`src/rtl/rvv_backend_decode_seq.sv`:
```
// Decode-to-Uop-Queue sequencer: per cycle it chooses how many uops of the head
// instruction(s) to push, splits long instructions, and tracks the resume index.
module rvv_backend_decode_seq #(
    parameter int unsigned NUM_DE_INST     = 2,
    parameter int unsigned NUM_DE_UOP      = 4,
    parameter int unsigned UOP_INDEX_WIDTH = 3,
    parameter int unsigned UOP_CNT_WIDTH   = 4
) (
    input  logic                                   clk,
    input  logic                                   rst_n,
    input  logic [NUM_DE_INST-1:0]                 pkg_valid,
    input  logic [NUM_DE_INST*UOP_CNT_WIDTH-1:0]   uop_cnt,
    input  logic                                   fifo_full_uq2de,
    input  logic [NUM_DE_UOP-1:0]                  fifo_almost_full_uq2de,
    output logic [UOP_INDEX_WIDTH-1:0]             uop_index_remain,
    output logic [NUM_DE_INST-1:0]                 pop_de2cq,
    output logic [NUM_DE_UOP-1:0]                  push_de2uq,
    output logic [NUM_DE_UOP-1:0]                  push_inst_sel,
    output logic [NUM_DE_UOP*UOP_INDEX_WIDTH-1:0]  push_uop_idx
);

    localparam int unsigned CW = UOP_CNT_WIDTH;
    localparam int unsigned IW = UOP_INDEX_WIDTH;

    logic [IW-1:0] remain_q;
    logic [IW-1:0] remain_d;

    logic [CW-1:0] cap;
    logic          cap_stop;
    logic [CW-1:0] cnt0;
    logic [CW-1:0] cnt1;
    logic [CW-1:0] remain_ext;
    logic [CW-1:0] r0;
    logic [CW-1:0] n0;
    logic [CW-1:0] n1;
    logic [CW-1:0] c1;
    logic [CW-1:0] kk;
    logic          slot1_go;

    assign cnt0             = uop_cnt[0 +: CW];
    assign cnt1             = uop_cnt[CW +: CW];
    assign remain_ext       = CW'(remain_q);
    assign uop_index_remain = remain_q;

    // Free push slots: run of zeros in almost_full starting at bit 0.
    always_comb begin
        cap      = '0;
        cap_stop = 1'b0;
        if (!fifo_full_uq2de) begin
            for (int k = 0; k < NUM_DE_UOP; k++) begin
                if (!cap_stop) begin
                    if (fifo_almost_full_uq2de[k]) begin
                        cap_stop = 1'b1;
                    end else begin
                        cap = cap + CW'(1);
                    end
                end
            end
        end
    end

    always_comb begin
        pop_de2cq     = '0;
        push_de2uq    = '0;
        push_inst_sel = '0;
        push_uop_idx  = '0;
        remain_d      = remain_q;
        r0            = cnt0 - remain_ext;
        n0            = '0;
        n1            = '0;
        c1            = '0;
        kk            = '0;
        slot1_go      = 1'b0;

        if (pkg_valid[0]) begin
            // Illegal head (cnt 0) and an out-of-range resume index both just retire the head.
            if (remain_ext >= cnt0) begin
                pop_de2cq[0] = 1'b1;
                remain_d     = '0;
            end else begin
                n0 = (r0 < cap) ? r0 : cap;
                if (n0 == r0) begin
                    pop_de2cq[0] = 1'b1;
                    remain_d     = '0;
                    c1           = cap - n0;
                    slot1_go     = (NUM_DE_INST > 1) && pkg_valid[NUM_DE_INST > 1 ? 1 : 0]
                                   && (c1 != '0);
                end else begin
                    remain_d = IW'(remain_ext + n0);
                end
            end
        end

        // Second instruction uses the leftover capacity; a partial start makes it next head.
        if (slot1_go) begin
            if (cnt1 == '0) begin
                pop_de2cq[NUM_DE_INST > 1 ? 1 : 0] = 1'b1;
            end else begin
                n1 = (cnt1 < c1) ? cnt1 : c1;
                if (n1 == cnt1) begin
                    pop_de2cq[NUM_DE_INST > 1 ? 1 : 0] = 1'b1;
                end else begin
                    remain_d = IW'(n1);
                end
            end
        end

        for (int k = 0; k < NUM_DE_UOP; k++) begin
            kk = CW'(k);
            if (kk < n0) begin
                push_de2uq[k]              = 1'b1;
                push_inst_sel[k]           = 1'b0;
                push_uop_idx[k*IW +: IW]   = IW'(remain_ext + kk);
            end else if (kk < n0 + n1) begin
                push_de2uq[k]              = 1'b1;
                push_inst_sel[k]           = 1'b1;
                push_uop_idx[k*IW +: IW]   = IW'(kk - n0);
            end
        end

        if (!rst_n) begin
            pop_de2cq     = '0;
            push_de2uq    = '0;
            push_inst_sel = '0;
            push_uop_idx  = '0;
        end
    end

    always_ff @(posedge clk) begin
        if (!rst_n) begin
            remain_q <= '0;
        end else begin
            remain_q <= remain_d;
        end
    end

endmodule

```
`config.mk`:
```
export PLATFORM = sky130hd
export DESIGN_NAME = rvv_backend_decode_seq
export DESIGN_NICKNAME = d
export VERILOG_FILES = /design/src/rtl/rvv_backend_decode_seq.sv
export SDC_FILE = /design/constraint.sdc
export NUM_CORES = 1
export LEC_CHECK = 0
export BUFFER_PORTS_ARGS = -buffer_cell sky130_fd_sc_hd__buf_2
export CORE_MARGIN = 4
export CORE_UTILIZATION = 30
export DETAILED_ROUTE_END_ITERATION = 8
export GPL_TIMING_DRIVEN = 0
export HOLD_SLACK_MARGIN = 0.06
export PLACE_DENSITY = 0.59
export RECOVER_POWER = 25
export REMOVE_ABC_BUFFERS = 1
export SYNTH_ARGS = -nofsm -noshare
export SYNTH_HDL_FRONTEND = slang
export SYNTH_SLANG_ARGS = --single-unit
```
`constraint.sdc`:
```
create_clock -name clk -period 20.1 [get_ports clk]
set_input_delay 1.005 -clock clk [delete_from_list [all_inputs] [get_ports clk]]
set_output_delay 1.005 -clock clk [all_outputs]
set_load 0.005 [all_outputs]
```
== Yosys cells after proc, flatten, opt, wreduce, memory -nomap -nowiden ==
Cells that the tools add are included.
Word-level totals
  output and inout port bits: 25
  input port bits: 17
  flip-flop bits (word level): 3
  logic and storage cells: 98
Cells by class
  reductions and logical operators: 3
  eq/ne operators: 2
  muxes and demuxes: 67
  add/sub/neg operators: 14
  $lt $le $gt $ge: 11
Operators by type and width (count)
  4-bit two-way mux: 21
  3-bit two-way mux: 14
  1-bit two-way mux: 30
  1-bit by 4-bit less-than comparator with 1-bit output (first input constant): 4
  2-bit by 4-bit less-than comparator with 1-bit output (first input constant): 4
  4-bit by 1-bit adder with 4-bit output (second input constant): 3
  12-bit two-way mux: 1
  4-bit equality test: 2
  4-bit less-than comparator: 2
  3-bit by 2-bit adder with 3-bit output (second input constant): 2
  1-bit by 3-bit subtractor with 3-bit output (first input constant): 2
  2-bit by 3-bit subtractor with 3-bit output (first input constant): 2
  4-bit adder: 1
  3-bit by 4-bit greater-or-equal comparator with 1-bit output: 1
  4-bit logical NOT: 1
  4-bit nonzero test: 1
  4-bit by 3-bit subtractor with 4-bit output: 1
  4-bit subtractor: 1
  3-bit by 1-bit adder with 3-bit output (second input constant): 1
  3-bit adder: 1
  2-bit two-way mux: 1
  1-bit logical AND: 1

== Depth between registers and ports, before layout ==
Gate-level depths: netlist of the first run.
  word-level depth: 29
  mapped depth: 32
  gate-level depth less buffers: 32

== Worst setup path before layout of the first run ==
Ideal clock, no wire load.
  kind: input to output
  start point: input uop_cnt[0]
  end point: output push_uop_idx[1]
  arrival: 6.726 ns
  path buffers: 0
  stages on the path: 31
  data required time: 19.095 ns
  path slack: 12.369 ns
  cell sequence: inv_1 -> ha_1 -> inv_1 -> fa_1 -> xor2_2 -> ha_1 -> a21o_1 -> a221o_1 -> mux2_2 -> inv_1 -> ha_1 -> nor2b_1 -> o21ai_0 -> nor3b_1 -> or2_2 -> nand2_1 -> ha_1 -> nor4_1 -> nand2_1 -> o31ai_2 -> nor3_1 -> a21oi_1 -> nor2_1 -> ha_1 -> a21o_1 -> a21oi_1 -> xnor2_1 -> xnor2_1 -> nand2_1 -> nor3_1 -> o32ai_1
Between the ends
  longest elaborated chain between the ends: 16
  elaborated cells on any way between the ends: 27
  classes of those cells: add/sub: 4; order compare: 5; eq/ne: 1; mux: 15; reduce/logical: 2
Ends and longest elaborated chain
  start: declaration: RTL line 12  | input logic [NUM_DE_INST*UOP_CNT_WIDTH-1:0] uop_cnt,
  4-bit by 3-bit subtractor with 4-bit output: RTL line 68  | r0 = cnt0 - remain_ext;
  4-bit less-than comparator: RTL line 81  | n0 = (r0 < cap) ? r0 : cap;
  4-bit two-way mux: RTL line 81
  4-bit subtractor or 4-bit equality test (tied branches): RTL line 85, 82
  4-bit two-way mux: RTL line 82  | if (n0 == r0) begin
  4-bit two-way mux: RTL line 77  | if (remain_ext >= cnt0) begin
  4-bit two-way mux: RTL line 75  | if (pkg_valid[0]) begin
  4-bit less-than comparator: RTL line 99  | n1 = (cnt1 < c1) ? cnt1 : c1;
  4-bit two-way mux: RTL line 99
  4-bit two-way mux: RTL line 96  | if (cnt1 == '0) begin
  4-bit two-way mux: RTL line 95  | if (slot1_go) begin
  4-bit adder: RTL line 114  | end else if (kk < n0 + n1) begin
  1-bit by 4-bit less-than comparator with 1-bit output: RTL line 114
  3-bit two-way mux: RTL line 114
  3-bit two-way mux (*): RTL line 110  | if (kk < n0) begin
  12-bit two-way mux (*): RTL line 121  | if (!rst_n) begin
  end: declaration: RTL line 19  | output logic [NUM_DE_UOP*UOP_INDEX_WIDTH-1:0] push_uop_idx
Every way passes the cells marked *; elsewhere a longest branch is shown, timed or not.

== Worst setup path in the final report of the first run ==
  start point: input uop_cnt[1]
  end point: output push_uop_idx[1]
Same word-level chain as after synthesis.

==> summary.txt, run 1 <==
Detailed routing
  • Vias/cell: 5.10
  • Via Count: 1658
  • Antenna viol nets, final: 0
  • Remaining DRCs: 0
  • Met3 WL: 224 um
  • Iteration-0 DRC count of the detailed router: 33
  • Wire length on met1: 2020 um
  • Drt pass-1 iters: 4
  • Wire per inst: 13.1 um
  • Detailed Route WL: 4240 um
  • Max Used Layer: met4
  • Met2 WL: 1960 um

Synthesis
  • Compound-gate portion of the synthesized area: 0.244
  • Leading area contributor after synthesis: ha_1
  • Post-synthesis mux area share: 0.0212
  • Synth Area in XOR/XNOR: 0.0964
  • Synth top area cells: ha_1 (21%), a21oi_1 (5.6%), fa_1 (5.2%)
  • Share of the synthesized area in the top cell type: 0.212
  • Largest family of logic cells by synthesized area: simple AND/OR/NAND/NOR gates
  • Ys async rst share: 0
  • Post-synthesis cell count: 217
  • Synth unique cells: 48
  • Mean post-synth cell area: 7.06 um^2
  • Synth Area in Adders: 0.265
  • Sequential element share of the synthesized area: 0.0392
  • Syn. warnings: 0
  • Simple-gate share of the synthesized area: 0.270
  • Ys flop type: dfxtp_1
  • #FFs+latches synth: 3
  • Mapped cell area: 0.00153 mm^2
  • Post-synth EDFFs: 0

Layout
  • Layout fillers: 519
  • Register area: 60.1 um^2
  • Number of diodes: 0
  • Area delta synth->final: 20.7%
  • Layout cells sized above 1: 0.182
  • NumNets Final: 306
  • Largest register FFs: 3
  • Multi-input logic area: 0.00139 mm^2

Timing
  • Final Skew: 0.00311 ns
  • RSZ-0062 raised after global routing: no
  • Final Hold Viols: 0
  • Final setup viols: 0
  • WHS: 0.578 ns
  • Post-route clock period utilization: 0.454
  • Max Fclk: 110 MHz
  • Setup TNS: 0 ns
  • Slew of the pin with the lowest slew margin: 0.898 ns
  • Final Critical Period: 9.12 ns
  • Slew Viols, Final: 0
  • Rel. slew slack: 0.395

Clock tree
  • Post-CTS setup buffers: 0
  • Clock transition at path regs: 0.03 ns
  • CTS tree: yes
  • Clk_lat worst skew: 0.22 ns
  • Hold_buf cts: 0
  • Cts repair resizes: 0
  • Num CTS Buffers: 3
  • CTS sink cnt: 3
  • Clock Root Buffer: clkbuf_8
  • CTS Buffer Depth: 2
  • H-tree depth: 1

Min path
  • Hold-critical path endpoint: uop_index_remain[2]
  • WHS Path Cells: 2
  • Hold Path Class: register to register
  • Worst hold start: uop_index_remain[2]

Place
  • Port bufs: 41
  • Post-DP HPWL: 3530 um
  • GP Congestion: 0.861

GRT
  • GR Overflow Total: 0
  • Total GRT Usage: 0.137
  • Vias in the first global route: 1527
  • Largest net degree at the start of global routing: 20
  • First-pass GRT wire length: 7140 um
  • Antenna violations before repair: 0

Die
  • Die Y: 79.5 um
  • Die ar.: 0.00631 mm^2
  • IO Count: 42
  • Area of the core: 0.00485 mm^2
  • Die width: 79.5 um
  • Initial Util: 0.316
  • FP Rows: 25

Worst setup path
  • Critical Path AT: 8.12 ns
  • Crit path max fanout: 8
  • Most frequent CP cell: ha_1
  • Reg-to-Reg End: uop_index_remain[2]
  • FF-to-FF Start: uop_index_remain[1]
  • CP required: 19.09 ns
  • Worst Setup Start Kind: input port
  • R2R depth: 23
  • Max incr delay on CP: 0.45 ns
  • Worst R2R Setup Slack: 13.82 ns
  • Critical path endpoint category: output port
  • Slowest-stage cell, CP: mux2_1
  • CP Class: input port to output port

Power
  • PwrDens: 95.1 mW/mm^2
  • LEAKAGE: 0.886 nW
  • Peak supply drop: 0.0359 mV

Run status
  • Status: complete, no violations

Job
  • Max_cap viols: 0
[final cells by class]
type	instances	share of cell area
Inverter	18	0.0366
Timing Repair Buffer	41	0.110
Tap cell	67	0.0454
Multi-Input combinational cell	192	0.752
Sequential cell	3	0.0325
Clock buffer	4	0.0244
[critical path: cells and delay by family]
kind	cells	cell delay [ns]
AOI/OAI and AO/OA	9	2.16
xor gates and xnor gates	3	0.73
adders and majority gates	5	1.36
buffers and inverters	3	0.38
muxes	1	0.45
and+or+nand+nor	11	2.04
[cells in the mapped netlist, types with 2 or more instances]
master / instances
or4_1: 3
o31ai_1: 3
xnor2_1: 9
dfxtp_1: 3
o21ai_1: 2
a21boi_0: 2
inv_1: 17
a31oi_1: 3
clkbuf_1: 5
o211ai_1: 2
nand3_1: 7
nor3_1: 10
nor3b_1: 4
nor4_1: 2
o21ai_0: 9
nand2b_1: 4
conb_1: 2
nor2_1: 21
nor2b_1: 2
o22ai_1: 2
a21oi_1: 17
a21o_1: 5
and3_1: 2
fa_1: 4
o32ai_1: 2
nand2_1: 18
xor2_1: 6
and2_1: 4
ha_1: 26
o31a_1: 2
mux2_2: 2
[layout by cell type, fill, tap and decap left out, types with 3 or more instances in the layout]
cell type	count
nor3_1	10
nand3_1	7
conb_1	4
nor2_1	21
inv_1	17
xor2_1	6
or4_1	3
nor3b_1	4
xnor2_1	9
buf_2	39
and2_1	4
a31oi_1	3
o21ai_0	10
ha_1	26
nand2b_1	4
o31ai_1	3
dfxtp_1	3
a21o_1	5
clkbuf_8	3
fa_1	4
a21oi_1	17
clkbuf_1	3
nand2_1	18
[metrics by stage]
stage	std cells	util	power, W	instance area [um^2]	setup WS, ns
global placement	321	0.372	0.000157	1810	11.21
detailed placement	321	0.372	0.000158	1810	11.04
global route	325	0.381	0.000197	1850	10.34
finish	325	0.381	0.000176	1850	10.98
floorplan	213	-	0.000119	1520	12.37
CTS	325	0.382	0.000177	1850	11.04
[report_power, final]
group	switching [W]	total [W]	internal [W]
Combinational	0.0000879	0.000148	0.0000602
Clock	0.00000392	0.0000174	0.0000135
Sequential	0.00000291	0.0000103	0.00000736
[layer usage]
| metal | GRT usage | up-vias |
|---|---|---|
| met4 | 0.0206 | 0 |
| li1 | - | 856 |
| met1 | 0.186 | 757 |
| met3 | 0.0237 | 4 |
| met5 | 0 | - |
| met2 | 0.230 | 41 |
[worst max-delay path by stage]
stage               cells past startpoint               to        from
floorplan                              31  push_uop_idx[1]  uop_cnt[0]
global placement                       32  push_uop_idx[1]  uop_cnt[1]
detailed placement                     32  push_uop_idx[1]  uop_cnt[1]
CTS                                    32  push_uop_idx[1]  uop_cnt[1]
global route                           32  push_uop_idx[1]  uop_cnt[1]
finish                                 32  push_uop_idx[1]  uop_cnt[1]
[cells by family (layout without fill, tap and decap cells)]
kind of cell | Yosys count | in the layout
fa+ha+maj | 30 | 30
mux | 3 | 3
flops | 3 | 3
compound gates | 57 | 57
simple gates | 82 | 82
xor+xnor | 16 | 16
other cells | 2 | 4
buf+inv | 24 | 63
(Power assumes the default switching activity.)
==> run 2, diff against run 1 <==
- ABC_AREA: not set -> 1
- PLACE_DENSITY: 0.59 -> 0.58
- clock period: 20.1 -> 8.8 ns (I/O delays scaled with it)
==> run 2 against run 1 <==
Effect of this change:
- clock-buffer cell count did not move
- global-route usage shrank 1.3 points
- combinational power rose by 130%
- sequential share of layout area shrank 0.11 points
- routed wire length decreased by 9.0%
- non-clock buffer count unchanged
- clock power is 140% higher
- synthesized cell count grew 13%
==> summary.txt, run 2 <==
Synthesis
  • Post-synthesis mux area share: 0 (-0.0212)
  • Synth unique cells: 40 (-17%)
  • Leading area contributor after synthesis: ha_1
  • Compound-gate portion of the synthesized area: 0.190 (-0.0544)
  • Post-synth EDFFs: 0 (unchanged)
  • Mapped cell area: 0.00160 mm^2 (+4.6%)
  • Ys async rst share: 0 (unchanged)
  • Commonest cells post-synth: inv_1 (44), nand2_1 (40), ha_1 (26), nor2_1 (22), a21oi_1 (17)
  • Sequential element share of the synthesized area: 0.0375 (-0.00172)
  • Top-count cell post-synth: inv_1
  • Largest family of logic cells by synthesized area: simple AND/OR/NAND/NOR gates
  • Post-synthesis cell count: 246 (+13%)
  • Synth Area in XOR/XNOR: 0.0438 (-0.0527)
  • Synth Area in Adders: 0.253 (-0.0116)
  • Simple-gate share of the synthesized area: 0.339 (+0.0686)
  • Syn. warnings: 0 (unchanged)
  • Synth top area cells: ha_1 (20%), inv_1 (10%), nand2_1 (9.4%)
  • #FFs+latches synth: 3 (unchanged)
  • Share of the synthesized area in the top cell type: 0.203 (-0.00929)
  • Mean post-synth cell area: 6.51 um^2 (-7.8%)
  • Ys flop type: dfxtp_1

Clock tree
  • Post-CTS setup buffers: 0 (unchanged)
  • CTS Buffer Depth: 2 (unchanged)
  • Cts repair resizes: 0 (unchanged)
  • Clock Root Buffer: clkbuf_8
  • Clk_lat worst skew: 0.22 ns (about the same)
  • Num CTS Buffers: 3 (unchanged)
  • Clock transition at path regs: 0.04 ns (about the same)
  • Hold_buf cts: 0 (unchanged)
  • CTS sink cnt: 3 (unchanged)
  • H-tree depth: 1 (unchanged)
  • CTS tree: yes

Detailed routing
  • Antenna viol nets, final: 0 (unchanged)
  • Wire per inst: 10.7 um (-18%)
  • Vias/cell: 4.45 (-13%)
  • Detailed Route WL: 3860 um (-9.0%)
  • Remaining DRCs: 0 (unchanged)
  • Via Count: 1601 (-3.4%)
  • Iteration-0 DRC count of the detailed router: 48 (+45%)
  • Drt pass-1 iters: 4 (unchanged)

Timing
  • Slew Viols, Final: 0 (unchanged)
  • Setup TNS: 0 ns (unchanged)
  • Max Fclk: 142 MHz
  • Final setup viols: 0 (unchanged)
  • Post-route clock period utilization: 0.800
  • Final Critical Period: 7.04 ns
  • Final Hold Viols: 0 (unchanged)
  • Final Skew: 0.00430 ns (+0.00120 ns)
  • RSZ-0062 raised after global routing: no

Job
  • Max_cap viols: 0 (unchanged)

Layout
  • NumNets Final: 338 (+10%)
  • Commonest non-fill, non-tap cell in the layout: inv_1
  • Largest register FFs: 3 (unchanged)
  • Number of diodes: 0 (unchanged)
  • Area delta synth->final: 19.6%
  • Layout cells sized above 1: 0.231 (+0.0489)
  • Layout fillers: 603 (+16%)
  • Most frequent cells in the layout: inv_1 (44), nand2_1 (42), buf_2 (40)

Min path
  • WHS Path Cells: 3 (+1)
  • Worst hold start: rst_n
  • Hold-critical path endpoint: uop_index_remain[0]
  • Hold Path Class: input port to register

Place
  • Post-DP HPWL: 3360 um (-4.7%)
  • GP Congestion: 0.812 (-5.7%)
  • Port bufs: 41 (unchanged)

Worst setup path
  • Slowest-stage cell, CP: dfxtp_1
  • R2R depth: 25 (+8.7%)
  • Crit path max fanout: 11 (+3)
  • Crit path max-delay family: compound AO/OA/AOI/OAI gates
  • FF-to-FF Start: uop_index_remain[2]
  • CP required: 8.36 ns (-10.73 ns)
  • Critical path endpoint category: output port
  • Reg-to-Reg End: uop_index_remain[1]
  • Most frequent CP cell: nand2_1
  • Critical Path AT: 6.60 ns (-1.52 ns)
  • CP Class: register to output port
  • Worst R2R Setup Slack: 3.81 ns (-10.01 ns)
  • Worst Setup Start Kind: register
  • CP Buf/Inv Count: 6 (+3)
  • Max incr delay on CP: 0.45 ns (about the same)

GRT
  • Grt met3 use: 0.00554 (-0.0182)
  • Global routing usage on met2: 0.210 (-0.0194)
  • Antenna violations before repair: 0 (unchanged)
  • Gr busiest metal: met2
  • First-pass GRT wire length: 6640 um (-7.0%)
  • Total GRT Usage: 0.124 (-0.0133)
  • Routing usage on met1: 0.165 (-0.0216)
  • Largest net degree at the start of global routing: 18 (-10%)
  • Vias in the first global route: 1532 (+0.33%)
  • GR Overflow Total: 0 (unchanged)

Die
  • FP Rows: 26 (+4.0%)
  • Die width: 81.1 um (+2.0%)
  • IO Count: 42 (unchanged)
  • Area of the core: 0.00514 mm^2 (+6.0%)
  • Die ar.: 0.00657 mm^2 (+4.1%)
  • Die Y: 81.1 um (+2.0%)
  • Initial Util: 0.312 (-0.00428)

Power
  • Peak supply drop: 0.0622 mV (+73%)
  • LEAKAGE: 1.09 nW (+23%)
  • Final total power: 0.000401 W (+130%)
  • PwrDens: 209 mW/mm^2 (+120%)

Run status
  • Status: complete, no violations
-- run 2: cell count changes after synthesis, sizes merged, moves of 5 or more --
cell / delta
o21ai: +6
xnor2: -5
nand2: +30
nor2: +7
nand3: +11
inv: +29
nor3: -7
-- run 2: where the power goes --
group	internal (W)	switching (W)	total (W)
registers	0.0000165	0.00000459	0.0000211
logic	0.000126	0.000212	0.000338
clock network	0.0000311	0.0000110	0.0000421
-- run 2: kinds of logic after synthesis --
family / after synthesis
other: 2
AOI/OAI and AO/OA: 48
buffers and inverters: 52
adders and majority gates: 30
and+or+nand+nor: 103
xor gates and xnor gates: 8
DFF: 3
-- run 2: area by class of cell --
cell class | instances | area (um^2) | share of cell area
multi-input combinational | 193 | 1330 | 0.693
inverter | 49 | 191 | 0.0999
tap | 70 | 87.6 | 0.0457
clock buffer | 4 | 45.0 | 0.0235
sequential | 3 | 60.1 | 0.0314
timing repair buffer | 41 | 204 | 0.106
-- run 2: worst min-delay path, cell delays in order --
cell and delay (ns):
buf_2 0.15, nand2_1 0.07, nor2_1 0.03
-- run 2: worst max path at each step --
stage / start / to / slack [ns] / cells past startpoint
5_1_grt: uop_index_remain[2] / push_uop_idx[3] / 0.97 / 33
3_5_place_dp: uop_index_remain[2] / push_uop_idx[1] / 1.97 / 32
2_1_floorplan: uop_index_remain[2] / push_uop_idx[0] / 2.92 / 32
4_1_cts: uop_index_remain[2] / push_uop_idx[1] / 1.72 / 32
6_report: uop_index_remain[2] / push_uop_idx[1] / 1.76 / 32
3_3_place_gp: uop_index_remain[2] / push_uop_idx[7] / 2.00 / 32
-- run 2: per-stage QoR --
stage          instance area, um^2  setup slack [ns]  hold WS (ns)  utilization  cells
2_1_floorplan                 1590              2.92         0.561            -    245
3_3_place_gp                  1880              2.00         0.751        0.366    356
3_5_place_dp                  1880              1.97         0.748        0.366    356
4_1_cts                       1930              1.72         0.521        0.375    360
5_1_grt                       1920             0.966         0.546        0.373    360
6_report                      1920              1.76         0.524        0.373    360
-- run 2: layer usage --
| metal | wire [um] | share of wire |
|---|---|---|
| met5 | 0 | 0 |
| met4 | 65 | 0.017 |
| met3 | 180 | 0.047 |
| met2 | 1650 | 0.43 |
| met1 | 1960 | 0.51 |
==> run 3, diff against run 2 <==
- ABC_AREA: 1 -> 0
- PLACE_DENSITY: 0.58 -> 0.6
- clock period: 8.8 -> 5.75 ns (I/O delays scaled with it)
==> run 3 against run 2 <==
Effect of this change:
- clock skew fell by 0.0034 ns
- clock-buffer cell count did not move
- largest power group unchanged
- the run now ends with negative setup slack left
- first-iteration DRC count rose by 13%
- final cell count fell by 0.56%
- critical path type unchanged
- sequential cell count did not move
- utilization rose by 13 points
- routed wire length rose by 25%
==> summary.txt, run 3 (synthesis gave the netlist of run 1 again) <==
Clock tree
  • Hold_buf cts: 0 (unchanged)
  • CTS Buffer Depth: 2 (unchanged)
  • Clk_lat worst skew: 0.22 ns (about the same)
  • H-tree depth: 1 (unchanged)
  • Clock Root Buffer: clkbuf_8
  • CTS tree: yes
  • Clock transition at path regs: 0.03 ns (about the same)
  • CTS sink cnt: 3 (unchanged)
  • Num CTS Buffers: 3 (unchanged)

Timing
  • Slew of the pin with the lowest slew margin: 0.572 ns
  • Final Skew: 0.000939 ns (-0.00336 ns)
  • Final Critical Period: 6.37 ns
  • Post-route clock period utilization: 1.11
  • Final setup viols: 15 (+15)
  • Max Fclk: 157 MHz
  • RSZ-0062 raised after global routing: yes
  • WHS: 0.454 ns (-0.0697 ns)
  • Final Hold Viols: 0 (unchanged)
  • Slew Viols, Final: 0 (unchanged)
  • Rel. slew slack: 0.616
  • Final worst setup slack: -0.624 ns (-2.38 ns)

Die
  • FP Rows: 25 (-3.8%)
  • IO Count: 42 (unchanged)
  • Area of the core: 0.00485 mm^2 (-5.7%)
  • Initial Util: 0.316 (+0.00428)
  • Die ar.: 0.00631 mm^2 (-3.9%)
  • Die width: 79.5 um (-2.0%)
  • Die Y: 79.5 um (-2.0%)

Place
  • Post-DP HPWL: 3440 um (+2.4%)
  • Port bufs: 41 (unchanged)
  • GP Congestion: 0.846 (+4.3%)

GRT
  • GR Overflow Total: 0 (unchanged)
  • Largest net degree at the start of global routing: 20 (+2)
  • Antenna violations before repair: 0 (unchanged)
  • Vias in the first global route: 1814 (+18%)
  • Total GRT Usage: 0.151 (+0.0271)
  • First-pass GRT wire length: 7820 um (+18%)

Job
  • Max_cap viols: 0 (unchanged)

Layout
  • Layout fillers: 452 (-25%)
  • Layout cells sized above 1: 0.450 (+0.219)
  • NumNets Final: 339 (+0.30%)
  • Commonest non-fill, non-tap cell in the layout: buf_2
  • Largest register FFs: 3 (unchanged)
  • Area delta synth->final: 60.5%
  • Number of diodes: 0 (unchanged)
  • Most frequent cells in the layout: buf_2 (41), buf_4 (28), nor2_1 (18)

Power
  • Switching power: 0.000452 W (+99%)
  • Clock power share: 0.065 (-0.040)
  • Switching Share: 0.471 (-0.0965)
  • Peak supply drop: 0.228 mV (+270%)
  • Internal Power: 0.000508 W (+190%)
  • Combinational share of power: 0.899 (+0.056)
  • Register share of total power: 0.036 (-0.017)
  • PwrDens: 391 mW/mm^2 (+86%)
  • LEAKAGE: 1.12 nW (+3.1%)
  • Final total power: 0.000960 W (+140%)

Worst setup path
  • Max incr delay on CP: 0.36 ns (-0.09 ns)
  • CP Class: register to output port
  • CP required: 5.46 ns (-2.90 ns)
  • Worst Setup Start Kind: register
  • Critical path endpoint category: output port
  • Most frequent CP cell: ha_4
  • Crit path max fanout: 4 (-7)
  • Slowest-stage cell, CP: dfxtp_4
  • Worst R2R Setup Slack: 0.79 ns (-3.02 ns)
  • Critical Path AT: 6.09 ns (-0.51 ns)

Min path
  • Hold Path Class: input port to register

Detailed routing
  • Vias/cell: 5.17 (+16%)
  • Detailed Route WL: 4840 um (+25%)
  • Antenna viol nets, final: 0 (unchanged)
  • Via Count: 1851 (+16%)
  • Iteration-0 DRC count of the detailed router: 54 (+13%)
  • Remaining DRCs: 0 (unchanged)
  • Wire per inst: 13.5 um (+26%)
  • Drt pass-1 iters: 4 (unchanged)

Run status
  • Status: finished, violations left
  • Failing checks: negative setup slack
## run 3: changes by cell type in the layout (fill, tap and decap cells not counted), sizes merged, moves of 5 or more
| cell | change |
|---|---|
| nor2 | -7 |
| inv | -29 |
| buf | +33 |
| nand3 | -11 |
| nand2 | -30 |
| xnor2 | +5 |
| nor3 | +7 |
| o21ai | -6 |
## run 3: critical path, delay by kind of cell (launching register included)
family / cells / cell delay (ns)
AOI/OAI and AO/OA: 10 / 1.80
and+or+nand+nor: 10 / 1.16
adders and majority gates: 5 / 1.09
buffers and inverters: 5 / 0.56
xor gates and xnor gates: 3 / 0.53
DFF: 1 / 0.36
muxes: 1 / 0.33
## run 3: routing by layer
metal	global-route usage	part of all wire	vias up	routed length [um]
li1	-	-	929	-
met1	0.188	0.44	851	2120
met2	0.273	0.50	63	2410
met3	0.0147	0.048	8	234
met4	0.0412	0.015	0	75
met5	0	0	-	0
## run 3: layout make-up
type	instances	area, um^2	share of cell area
inverters	18	75.1	0.0305
repair buffers	74	464	0.189
clock buffers	4	45.0	0.0183
multi-input cells	192	1720	0.700
flip-flops and latches	3	68.8	0.0280
well taps	67	83.8	0.0341
## run 3: per-stage QoR
step	setup WS (ns)	area, um^2	std cells	TNS, ns	util
final	-0.624	2460	358	-7.81	0.507
after global routing	-0.929	2460	358	-12.45	0.507
after CTS	-0.689	2290	348	-9.29	0.472
after detailed placement	-1.99	1810	321	-27.16	0.372
after global placement	-1.90	1810	321	-25.33	0.372
after floorplan	-0.827	1520	213	-10.03	-
## run 3: path summary, 6_finish.rpt
| path | endpoint | depth (start not counted) | startpoint |
|---|---|---|---|
| worst min register to register | uop_index_remain[2] | 2 | uop_index_remain[2] |
| worst min-delay path | uop_index_remain[1] | 2 | rst_n |
| worst max register to register | uop_index_remain[2] | 23 | uop_index_remain[1] |
| worst max-delay path | push_uop_idx[6] | 34 | uop_index_remain[1] |
## run 3: power groups by stage
stage / clock network (W) / registers (W) / logic, W
3_5_place_dp: 0 / 0.0000364 / 0.000517
4_1_cts: 0.0000625 / 0.0000347 / 0.000742
3_3_place_gp: 0 / 0.0000363 / 0.000514
2_1_floorplan: 0 / 0.0000344 / 0.000382
6_report: 0.0000621 / 0.0000346 / 0.000864
5_1_grt: 0.0000657 / 0.0000355 / 0.000941
## run 3: timing repair
action                     in CTS  in global routing
resized for setup              55                 22
buffers inserted               23                 10
pin swaps                      30                 26
setup endpoints to repair      19                 15
